===== config.mk =====
export PLATFORM = sky130hd
export DESIGN_NAME = video_timing_gen_flat
export DESIGN_NICKNAME = d
export VERILOG_FILES = /design/src/rtl/video_timing_gen_if.sv /design/src/rtl/video_timing_gen.sv /design/src/flat_wrapper.sv
export SDC_FILE = /design/constraint.sdc
export NUM_CORES = 1
export LEC_CHECK = 0
export CAP_MARGIN = 20
export CORE_ASPECT_RATIO = 0.5
export CORE_MARGIN = 2
export CORE_UTILIZATION = 35
export DETAILED_ROUTE_END_ITERATION = 7
export MAX_ROUTING_LAYER = met4
export SLEW_MARGIN = 20
export SYNTH_ARGS = -nofsm -noshare
export SYNTH_HDL_FRONTEND = slang
export SYNTH_SLANG_ARGS = --single-unit

===== constraint.sdc =====
create_clock -name clk_pixel_in -period 7.15 [get_ports clk_pixel_in]
set_input_delay 1.0725 -clock clk_pixel_in [delete_from_list [all_inputs] [get_ports clk_pixel_in]]
set_output_delay 1.0725 -clock clk_pixel_in [all_outputs]
set_load 0.05 [all_outputs]

===== src/rtl/video_timing_gen_if.sv =====
// Raster timing bundle: video_timing_gen drives it as master, render/tmds consumers read it as slave.
// nl_out/line_idx_out exist only when VIDEO_TIMING_GEN_LINE_PULSE_EN is defined.
interface video_timing_gen_if #(
  parameter int HW  = 11,
  parameter int VW  = 10,
  parameter int FCW = 6
);
  logic           en_in;
  logic [HW-1:0]  hcount_out;
  logic [VW-1:0]  vcount_out;
  logic           hs_out;
  logic           vs_out;
  logic           ad_out;
  logic           nf_out;
  logic [FCW-1:0] fc_out;
  logic           hs_d_out;
  logic           vs_d_out;
  logic           ad_d_out;
`ifdef VIDEO_TIMING_GEN_LINE_PULSE_EN
  logic           nl_out;
  logic [VW-1:0]  line_idx_out;

  modport master (
    input  en_in,
    output hcount_out, vcount_out, hs_out, vs_out, ad_out, nf_out, fc_out,
    output hs_d_out, vs_d_out, ad_d_out, nl_out, line_idx_out
  );
  modport slave (
    output en_in,
    input  hcount_out, vcount_out, hs_out, vs_out, ad_out, nf_out, fc_out,
    input  hs_d_out, vs_d_out, ad_d_out, nl_out, line_idx_out
  );
`else
  modport master (
    input  en_in,
    output hcount_out, vcount_out, hs_out, vs_out, ad_out, nf_out, fc_out,
    output hs_d_out, vs_d_out, ad_d_out
  );
  modport slave (
    output en_in,
    input  hcount_out, vcount_out, hs_out, vs_out, ad_out, nf_out, fc_out,
    input  hs_d_out, vs_d_out, ad_d_out
  );
`endif
endinterface


===== src/rtl/video_timing_gen.sv =====
// Parametrised CEA-style raster timing generator with clock enable and a sync/active-draw delay line.
// Optional end-of-active-line pulse (nl_out, line_idx_out) under macro VIDEO_TIMING_GEN_LINE_PULSE_EN.
module video_timing_gen #(
  parameter int ACTIVE_H   = 1280,
  parameter int FP_H       = 110,
  parameter int SYNC_H     = 40,
  parameter int BP_H       = 220,
  parameter int ACTIVE_V   = 720,
  parameter int FP_V       = 5,
  parameter int SYNC_V     = 5,
  parameter int BP_V       = 20,
  parameter int FPS        = 60,
  parameter int SYNC_POL   = 1,
  parameter int PIPE_DELAY = 4
) (
  input  logic               clk_pixel_in,
  input  logic               rst_in,
  video_timing_gen_if.master vid
);
  localparam int TOTAL_H = ACTIVE_H + FP_H + SYNC_H + BP_H;
  localparam int TOTAL_V = ACTIVE_V + FP_V + SYNC_V + BP_V;
  localparam int HW      = $clog2(TOTAL_H);
  localparam int VW      = $clog2(TOTAL_V);
  localparam int FCW     = $clog2(FPS);

  // Compare constants carry one spare bit so no boundary can alias at full counter width.
  localparam logic [HW:0] H_LAST       = (HW+1)'(TOTAL_H - 1);
  localparam logic [HW:0] H_ACT        = (HW+1)'(ACTIVE_H);
  localparam logic [HW:0] H_SYNC_START = (HW+1)'(ACTIVE_H + FP_H);
  localparam logic [HW:0] H_SYNC_END   = (HW+1)'(ACTIVE_H + FP_H + SYNC_H);
  localparam logic [VW:0] V_LAST       = (VW+1)'(TOTAL_V - 1);
  localparam logic [VW:0] V_ACT        = (VW+1)'(ACTIVE_V);
  localparam logic [VW:0] V_SYNC_START = (VW+1)'(ACTIVE_V + FP_V);
  localparam logic [VW:0] V_SYNC_END   = (VW+1)'(ACTIVE_V + FP_V + SYNC_V);
  localparam logic [FCW-1:0] FC_LAST   = FCW'(FPS - 1);
  localparam logic SYNC_ON             = (SYNC_POL != 0);

  generate
    if (ACTIVE_H < 1 || FP_H < 1 || SYNC_H < 1 || BP_H < 1 ||
        ACTIVE_V < 1 || FP_V < 1 || SYNC_V < 1 || BP_V < 1 || FPS < 2) begin : g_bad_params
      $error("video_timing_gen: porch/sync/active widths must be >= 1 and FPS >= 2");
    end
  endgenerate

  logic [HW-1:0]  h_reg, h_next;
  logic [VW-1:0]  v_reg, v_next;
  logic           hs_reg, hs_next;
  logic           vs_reg, vs_next;
  logic           ad_reg, ad_next;
  logic           nf_reg, nf_next;
  logic [FCW-1:0] fc_reg, fc_next;
  logic [HW:0]    hn_ext;
  logic [VW:0]    vn_ext;
  logic           h_wrap, v_wrap;

  // Decodes are evaluated on the next position so each registered flag matches the count it ships with.
  always_comb begin
    h_wrap  = ({1'b0, h_reg} == H_LAST);
    v_wrap  = ({1'b0, v_reg} == V_LAST);
    h_next  = h_wrap ? '0 : h_reg + HW'(1);
    v_next  = v_reg;
    if (h_wrap) begin
      v_next = v_wrap ? '0 : v_reg + VW'(1);
    end
    hn_ext  = {1'b0, h_next};
    vn_ext  = {1'b0, v_next};
    ad_next = (hn_ext < H_ACT) && (vn_ext < V_ACT);
    hs_next = ((hn_ext >= H_SYNC_START) && (hn_ext < H_SYNC_END)) ? SYNC_ON : ~SYNC_ON;
    vs_next = ((vn_ext >= V_SYNC_START) && (vn_ext < V_SYNC_END)) ? SYNC_ON : ~SYNC_ON;
    nf_next = (hn_ext == H_ACT) && (vn_ext == V_ACT);
    fc_next = fc_reg;
    if (nf_next) begin
      fc_next = (fc_reg == FC_LAST) ? '0 : fc_reg + FCW'(1);
    end
  end

  always_ff @(posedge clk_pixel_in) begin
    if (rst_in) begin
      h_reg  <= '0;
      v_reg  <= '0;
      hs_reg <= ~SYNC_ON;
      vs_reg <= ~SYNC_ON;
      ad_reg <= 1'b1;
      nf_reg <= 1'b0;
      fc_reg <= '0;
    end else if (vid.en_in) begin
      h_reg  <= h_next;
      v_reg  <= v_next;
      hs_reg <= hs_next;
      vs_reg <= vs_next;
      ad_reg <= ad_next;
      nf_reg <= nf_next;
      fc_reg <= fc_next;
    end
  end

  assign vid.hcount_out = h_reg;
  assign vid.vcount_out = v_reg;
  assign vid.hs_out     = hs_reg;
  assign vid.vs_out     = vs_reg;
  assign vid.ad_out     = ad_reg;
  assign vid.nf_out     = nf_reg;
  assign vid.fc_out     = fc_reg;

  // Delay line lets TMDS control periods line up with the render pipeline latency.
  generate
    if (PIPE_DELAY == 0) begin : g_pass
      assign vid.hs_d_out = hs_reg;
      assign vid.vs_d_out = vs_reg;
      assign vid.ad_d_out = ad_reg;
    end else begin : g_pipe
      logic [PIPE_DELAY-1:0] hs_pipe_reg, hs_pipe_next;
      logic [PIPE_DELAY-1:0] vs_pipe_reg, vs_pipe_next;
      logic [PIPE_DELAY-1:0] ad_pipe_reg, ad_pipe_next;

      for (genvar gi = 0; gi < PIPE_DELAY; gi++) begin : g_stage
        if (gi == 0) begin : g_head
          assign hs_pipe_next[gi] = hs_reg;
          assign vs_pipe_next[gi] = vs_reg;
          assign ad_pipe_next[gi] = ad_reg;
        end else begin : g_body
          assign hs_pipe_next[gi] = hs_pipe_reg[gi-1];
          assign vs_pipe_next[gi] = vs_pipe_reg[gi-1];
          assign ad_pipe_next[gi] = ad_pipe_reg[gi-1];
        end
      end

      always_ff @(posedge clk_pixel_in) begin
        if (rst_in) begin
          hs_pipe_reg <= {PIPE_DELAY{~SYNC_ON}};
          vs_pipe_reg <= {PIPE_DELAY{~SYNC_ON}};
          ad_pipe_reg <= '0;
        end else if (vid.en_in) begin
          hs_pipe_reg <= hs_pipe_next;
          vs_pipe_reg <= vs_pipe_next;
          ad_pipe_reg <= ad_pipe_next;
        end
      end

      assign vid.hs_d_out = hs_pipe_reg[PIPE_DELAY-1];
      assign vid.vs_d_out = vs_pipe_reg[PIPE_DELAY-1];
      assign vid.ad_d_out = ad_pipe_reg[PIPE_DELAY-1];
    end
  endgenerate

`ifdef VIDEO_TIMING_GEN_LINE_PULSE_EN
  logic          nl_reg, nl_next;
  logic [VW-1:0] line_idx_reg;

  // First blanking pixel of an active line: the line buffer may now swap.
  always_comb begin
    nl_next = (hn_ext == H_ACT) && (vn_ext < V_ACT);
  end

  always_ff @(posedge clk_pixel_in) begin
    if (rst_in) begin
      nl_reg       <= 1'b0;
      line_idx_reg <= '0;
    end else if (vid.en_in) begin
      nl_reg <= nl_next;
      if (nl_next) begin
        line_idx_reg <= v_next;
      end
    end
  end

  assign vid.nl_out       = nl_reg;
  assign vid.line_idx_out = line_idx_reg;
`endif

endmodule

===== src/flat_wrapper.sv =====
// flat-port wrapper written by rule: the top's interface ports become plain ports
module video_timing_gen_flat 
#(
  parameter int ACTIVE_H   = 1280,
  parameter int FP_H       = 110,
  parameter int SYNC_H     = 40,
  parameter int BP_H       = 220,
  parameter int ACTIVE_V   = 720,
  parameter int FP_V       = 5,
  parameter int SYNC_V     = 5,
  parameter int BP_V       = 20,
  parameter int FPS        = 60,
  parameter int SYNC_POL   = 1,
  parameter int PIPE_DELAY = 4
)
  (clk_pixel_in, rst_in, vid_en_in, vid_hcount_out, vid_vcount_out, vid_hs_out, vid_vs_out, vid_ad_out, vid_nf_out, vid_fc_out, vid_hs_d_out, vid_vs_d_out, vid_ad_d_out);
  video_timing_gen_if vid_i ();
  input  logic clk_pixel_in;
  input  logic rst_in;
  input wire logic [$bits(vid_i.en_in)-1:0] vid_en_in;
  output wire logic [$bits(vid_i.hcount_out)-1:0] vid_hcount_out;
  output wire logic [$bits(vid_i.vcount_out)-1:0] vid_vcount_out;
  output wire logic [$bits(vid_i.hs_out)-1:0] vid_hs_out;
  output wire logic [$bits(vid_i.vs_out)-1:0] vid_vs_out;
  output wire logic [$bits(vid_i.ad_out)-1:0] vid_ad_out;
  output wire logic [$bits(vid_i.nf_out)-1:0] vid_nf_out;
  output wire logic [$bits(vid_i.fc_out)-1:0] vid_fc_out;
  output wire logic [$bits(vid_i.hs_d_out)-1:0] vid_hs_d_out;
  output wire logic [$bits(vid_i.vs_d_out)-1:0] vid_vs_d_out;
  output wire logic [$bits(vid_i.ad_d_out)-1:0] vid_ad_d_out;
  assign vid_i.en_in = vid_en_in;
  assign vid_hcount_out = vid_i.hcount_out;
  assign vid_vcount_out = vid_i.vcount_out;
  assign vid_hs_out = vid_i.hs_out;
  assign vid_vs_out = vid_i.vs_out;
  assign vid_ad_out = vid_i.ad_out;
  assign vid_nf_out = vid_i.nf_out;
  assign vid_fc_out = vid_i.fc_out;
  assign vid_hs_d_out = vid_i.hs_d_out;
  assign vid_vs_d_out = vid_i.vs_d_out;
  assign vid_ad_d_out = vid_i.ad_d_out;
  video_timing_gen #(.ACTIVE_H(ACTIVE_H), .FP_H(FP_H), .SYNC_H(SYNC_H), .BP_H(BP_H), .ACTIVE_V(ACTIVE_V), .FP_V(FP_V), .SYNC_V(SYNC_V), .BP_V(BP_V), .FPS(FPS), .SYNC_POL(SYNC_POL), .PIPE_DELAY(PIPE_DELAY)) u_core (.clk_pixel_in(clk_pixel_in), .rst_in(rst_in), .vid(vid_i));
endmodule

==> summary.md <==
| Metric | Value |
|---|---|
| Synthesis-to-layout area growth | 19.1% |
| Final Routed Wirelength | 7.41 mm |
| Final count of negative-setup-slack endpoints | 0 |
| Static Leakage | about 0.0011 uW |
| Mapped Nets | approximately 360 |
| Row cnt | 22 |
| Yosys cell types | 63 |
| Unrepaired setup endpoints after global routing | no |
| CTS sink cnt | 43 |
| Async SR Flop Fraction | 0% |
| FF+latch count, synth | 43 |
| Worst Hold Launch | u_core.vid.nf_out |
| Hold WC Path Type | flip-flop to flip-flop |
| Setup TNS | 0 ns |
| Synth Flop Type | dfxtp_1 |
| CTS tree | done |
| Placeable Area | 7460 sq um |
| Sw Share | between 20% and 30% |
| Crit Path Max Fanout | 15 |
| Synth top area cells | dfxtp_1 31%, mux2i_1 6.2%, nor2_1 5.0%, a21oi_1 4.0%, nand3_1 3.8% |
| Max Freq | 278 MHz |
| Die area | ~8600 sq um |
| GP Congestion | a little over 1 |
| Via-to-Cell Ratio | 5.68 |
| Post-DP HPWL | between 5 and 6 mm |
| Clock transition at path regs | ~0.060 ns |
| Nets | 370 |
| Synthesized area | approximately 2800 sq um |
| Bufs and invs on worst path | 0 |
| Largest net degree at the start of global routing | 49 |
| Least-Margin Pin Slew | roughly 1.1 ns |
| Total of max-cap violations | 0 |
| NetSw | approximately 130 uW |
| First-pass iteration count of the detailed router | 4 |
| Syn Inst Count | approximately 350 |
| Die Y | ~67 um |
| DRT iter0 DRCs | 208 |
| Antenna-violating nets left | 0 |
| Fillers | 744 |
| Yosys warns | 0 |
| Reg area | 861 sq um |
| Clk_lat worst skew | 0.29 ns |
| Clock Path Buffers | 2 |
| Synth top cells by count | 43 x dfxtp_1, 37 x nor2_1, 24 x nand2_1, 22 x a21oi_1, 21 x nand3_1 |
| First-pass GRT wire length | 12.2 mm |
| Final core occ | 43.9% |
| Worst EP arrival | roughly 3.8 ns |
| Crit. End Element | flip-flop |
| Final Hold Fails | 0 |
| Beginning of the worst register-to-register path | u_core.vid.hcount_out[0] |
| Max FFs per register | 11 |
| DRC | 0 |
| Area of the multi-input gates | 1680 sq um |
| Via count | 2677 |
| Combinational group share of total power | 7.7% |
| Count leader, synth | dfxtp_1 |
| CP Cell Sequence | ha_1 -> nand4b_1 -> nor3_2 -> o2111ai_1 -> a22o_2 -> or4_4 -> o41ai_1 |
| Maximum VDD drop | 0.0000895 V |
| Yosys top cell area share | 31.3% |
| Critical Path RT | 7.32 ns |
| Tcrit/Tclk final | 50.4% |
| Relative slew slack | 28.3% |
| Dominant cell type by area after synthesis | dfxtp_1 |
| Vias in the first global route | roughly 2400 |
| CTS Hold Buffers Added | 0 |
| WL per Instance | 15.7 um |
| Global route overflow | 0 |
| Critical setup path kind | flip-flop to flip-flop |
| CP max stage delay | 0.89 ns |
| H-tree Lvls | 2 |
| Initial antenna violation count | 0 |
| Startpoint types | flip-flop |
| Die W | 129 um |
| Io pins | 37 |
| Post-CTS sizing | 0 |
| Initial core utilization | between 30% and 40% |
| Worst Skew | 0.00392 ns |
| Clock power share | 47.5% |
| CP delay by family, top | simple AND/OR/NAND/NOR gates |
| Post-synth EDFFs | 0 |
| Critical Path Start | u_core.vid.hcount_out[0] |
| CTS root buf | clkbuf_16 |
| CTS Buf Count | 5 |
| Power Dens Cells | 170 nW/um^2 |
| Share of layout cells above drive strength 1 | 6.06% |
| Syn avg cell area | between 7 and 8 sq um |
| Post-CTS Setup Bufs | 0 |
| Crit path time final | 3.60 ns |
| Final-report max-slew violation count | 0 |
| IO Port Bufs | 36 |
| P_int | 422 uW |
| Outcome | completed |
| GRT Total Usage | 18.5% |
| CP max-delay cell | nor3_2 |
| Reg power frac | 44.8% |
| Inserted Diodes | 0 |
| Seq/Total Area, Yosys | 31.3% |
==> power groups by stage <==
stage / Sequential (uW) / Clock [uW] / Combinational [uW]
5_1_grt: 250 / 278 / 46.2
3_5_place_dp: 255 / 0 / 42.6
6_report: 250 / 264 / 42.9
2_1_floorplan: 260 / 0 / 24.5
3_3_place_gp: 254 / 0 / 42.1
4_1_cts: 249 / 272 / 42.7
==> cell usage in the layout, fill, tap and decap left out, types with 3 or more instances in the layout <==
master,n
nor2_1,37
or3_1,5
nand3_1,21
inv_1,15
a21oi_1,22
clkbuf_16,5
ha_1,5
a211oi_1,5
nand2b_1,4
xor2_1,4
mux2i_1,17
and3_1,3
nand2_1,24
nand4b_1,4
dfxtp_1,43
o21ai_0,14
o41ai_1,7
nor4_1,8
clkdlybuf4s50_1,36
nand4_1,5
xnor2_1,5
o31ai_1,4
nor2b_1,5
or4_1,3
nor3_1,6
a31oi_1,8
==> cell type report <==
type                       instances  share of cell area (%)
multi-input combinational        259                    51.3
sequential                        43                    26.3
timing repair buffer              38                    11.5
tap                              108                    4.12
clock buffer                       5                    3.82
inverter                          15                    1.72
clock inverter                     3                    1.34
==> path summary, 6_finish.rpt <==
path / to / slack [ns] / cells past startpoint
min: u_core.vid.nf_out / 0.47 / 2
max reg2reg: u_core.vid.fc_out[2] / 3.55 / 7
min reg2reg: u_core.vid.nf_out / 0.47 / 2
max: u_core.vid.fc_out[2] / 3.55 / 7
==> logic make-up (layout without fill, tap and decap cells) <==
kind of cell	Yosys count	in the layout	share of synthesized area [%]
compound gates	84	84	21.1
flops	43	43	31.3
simple gates	144	144	28.6
fa+ha+maj	5	5	2.27
xor+xnor	9	9	2.86
buf+inv	46	61	7.64
mux	17	17	6.18
==> metal layers <==
metal	global-route usage, %	up-vias	part of all wire [%]
met2	26.7	102	43
met4	7.61	0	1.3
met1	24.8	1260	48
met3	4.42	10	7.0
li1	-	1305	-
met5	-	-	0
==> metrics by stage <==
stage	std cells	area, sq um	worst slack [ns]	total power [uW]	hold slack (ns)
after floorplan	348	2750	4.06	284	0.460
after global placement	463	3110	3.87	296	0.467
after detailed placement	463	3110	3.66	297	0.471
after CTS	471	3280	3.63	564	0.480
after global routing	471	3280	3.37	575	0.494
final	471	3280	3.55	557	0.475
==> worst register-to-register path: cells and delay by family (launching register included) <==
| kind | cells | cell delay, ns |
|---|---|---|
| AND/OR/NAND/NOR | 3 | 1.78 |
| flip-flops | 1 | 0.53 |
| adder cells (fa/ha/maj) | 1 | 0.25 |
| AO/OA/AOI/OAI | 3 | 0.93 |
Note: power is estimated with default switching activity, not from simulation.
==> patch (config.mk and constraints unchanged) <==
`FP_H` is set to 110 in 2 places; all go to 220.
--- a/src/rtl/video_timing_gen.sv
+++ b/src/rtl/video_timing_gen.sv
@@ -4,3 +4,3 @@
   parameter int ACTIVE_H   = 1280,
-  parameter int FP_H       = 110,
+  parameter int FP_H       = 220,
   parameter int SYNC_H     = 40,
--- a/src/flat_wrapper.sv
+++ b/src/flat_wrapper.sv
@@ -4,3 +4,3 @@
   parameter int ACTIVE_H   = 1280,
-  parameter int FP_H       = 110,
+  parameter int FP_H       = 220,
   parameter int SYNC_H     = 40,
Behaviour: same outputs for any inputs over 10 cycles, from zero or initial values and one cycle with rst_in high; that may be too few to reach the edited logic, so the function may still have changed.
==> patch against the original RTL <==
- sequential power decreased by 2%
- worst setup slack better by 0.42 ns
- final cell count down 7.4%
- via count decreased by 8.0%
- hold slack got worse by 0.0013 ns
- final area down 4.7%
- sequential cell count unchanged
- power fell by 8.4%
- wire length fell by 15%
- die area decreased by 4.6%
- area after synthesis decreased by 4.8%
- critical path type unchanged
==> patch: results (changes against the original RTL) <==
Parameter                              Value

Run status
  Run status ... completed

Final layout
  Final net count ... 346 (-6.5%)
  Fill count ... 718 (-3.5%)

Synth
  Per-instance average area after synthesis ... 8.16 um^2 (+3.2%)
  Most used standard cells in the synthesized netlist ... 43 x dfxtp_1, 39 x nor2_1, 25 x a21oi_1
  Distinct cell type count of the synthesized netlist ... 62 (-1.6%)
  Area contributors post-synth ... dfxtp_1 33%, mux2i_1 6.5%, nor2_1 5.6%, a21oi_1 4.8%, nand3_1 2.9%
  Nets in the synthesized netlist ... 328 (-7.9%)

Routing
  Final routed wirelength across all metal layers ... 6270 um (-15%)
  1st-iter DRT viols ... 175 (-16%)
  Drt via density ... 5.65 (-0.61%)
  Via count ... 2,463 (-8.0%)

Power and ir drop
  Max IR drop VDD ... 0.101 mV (+13%)
  Leakage power of the design ... 1.08 nW (-5.3%)

Global route
  First-pass GRT wire length ... 10,200 um (-16%)
  Number of global-route vias before repair ... 2,070 (-14%)
  Total global-route track usage ... 15.5% (-3.0 points)
  Largest net degree at the start of global routing ... 50 (+2.0%)

Clock tree
  Post-CTS repair timing setup buffer count ... 0 (unchanged)
  Master cell of the clock root buffer ... clkbuf_16

Critical path
  Standard cell with the maximum stage delay on the critical path ... or4_1
  Signal arrival time at the worst endpoint ... 3.36 ns (-0.42 ns)
  Maximum cell stage delay along the critical path ... 0.55 ns (-0.34 ns)

STA
  Max transition margin ... 50.3% (+22 points)
  Final setup skew ... 0.00509 ns (+0.00117 ns)

Placed design
  Hpwl dp ... 4370 um (-15%)
  Placer's final routability congestion estimate ... 0.860 (-15%)
  IO buf count ... 36 (unchanged)
## patch: final cells by class
class / instances / area share (%)
inverter: 6 / 0.721
clock buffer: 5 / 4.01
timing repair buffer: 38 / 12.0
multi-input combinational: 245 / 51.1
tap: 96 / 3.85
clock inverter: 3 / 0.762
sequential: 43 / 27.6
## patch: worst paths after layout
path | start | end | slack, ns | depth (start not counted)
worst max register to register | u_core.vid.hcount_out[0] | u_core.vid.fc_out[0] | 3.97 | 8
worst min-delay path | u_core.vid.nf_out | u_core.vid.nf_out | 0.47 | 2
worst max-delay path | u_core.vid.hcount_out[0] | u_core.vid.fc_out[0] | 3.97 | 8
worst min register to register | u_core.vid.nf_out | u_core.vid.nf_out | 0.47 | 2
## patch: per-layer routing
metal  track usage, %  up-vias  part of all wire (%)
met1             22.4     1175                    52
met4             3.16        0                   1.1
met2             22.4       65                    42
met3             3.09        8                   4.6
li1                 -     1215                     -
met5                -        -                     0
## patch: stage by stage
stage	utilization [%]	instance area [um^2]	hold WS, ns	power, W	worst slack [ns]
after floorplan	-	2620	0.460	0.000274	4.17
after global placement	40.8	2970	0.474	0.000283	3.94
after detailed placement	40.8	2970	0.466	0.000284	3.85
after CTS	42.8	3120	0.479	0.000516	3.98
after global routing	42.8	3120	0.523	0.000529	3.69
final	42.8	3120	0.474	0.000510	3.97
## patch: kinds of logic after synthesis
kind of cell             count (synthesis)  share of synthesized area, %
adder cells (fa/ha/maj)                  4                          1.91
flip-flops                              43                          32.9
multiplexers                            19                          7.50
AND/OR/NAND/NOR                        141                          30.7
XOR/XNOR                                 6                          2.01
buffers and inverters                   33                          6.26
AO/OA/AOI/OAI                           75                          18.7
## patch: critical path: cells and delay by family, from the launching register on
kind / cells / cell delay (ns)
muxes: 1 / 0.31
and+or+nand+nor: 5 / 1.84
AOI/OAI and AO/OA: 1 / 0.16
adders and majority gates: 1 / 0.30
DFF: 1 / 0.45
## patch: where the power goes
part | internal (W) | switching [W]
registers | 0.000242 | 0.00000355
clock network | 0.000131 | 0.000101
logic | 0.0000112 | 0.0000212
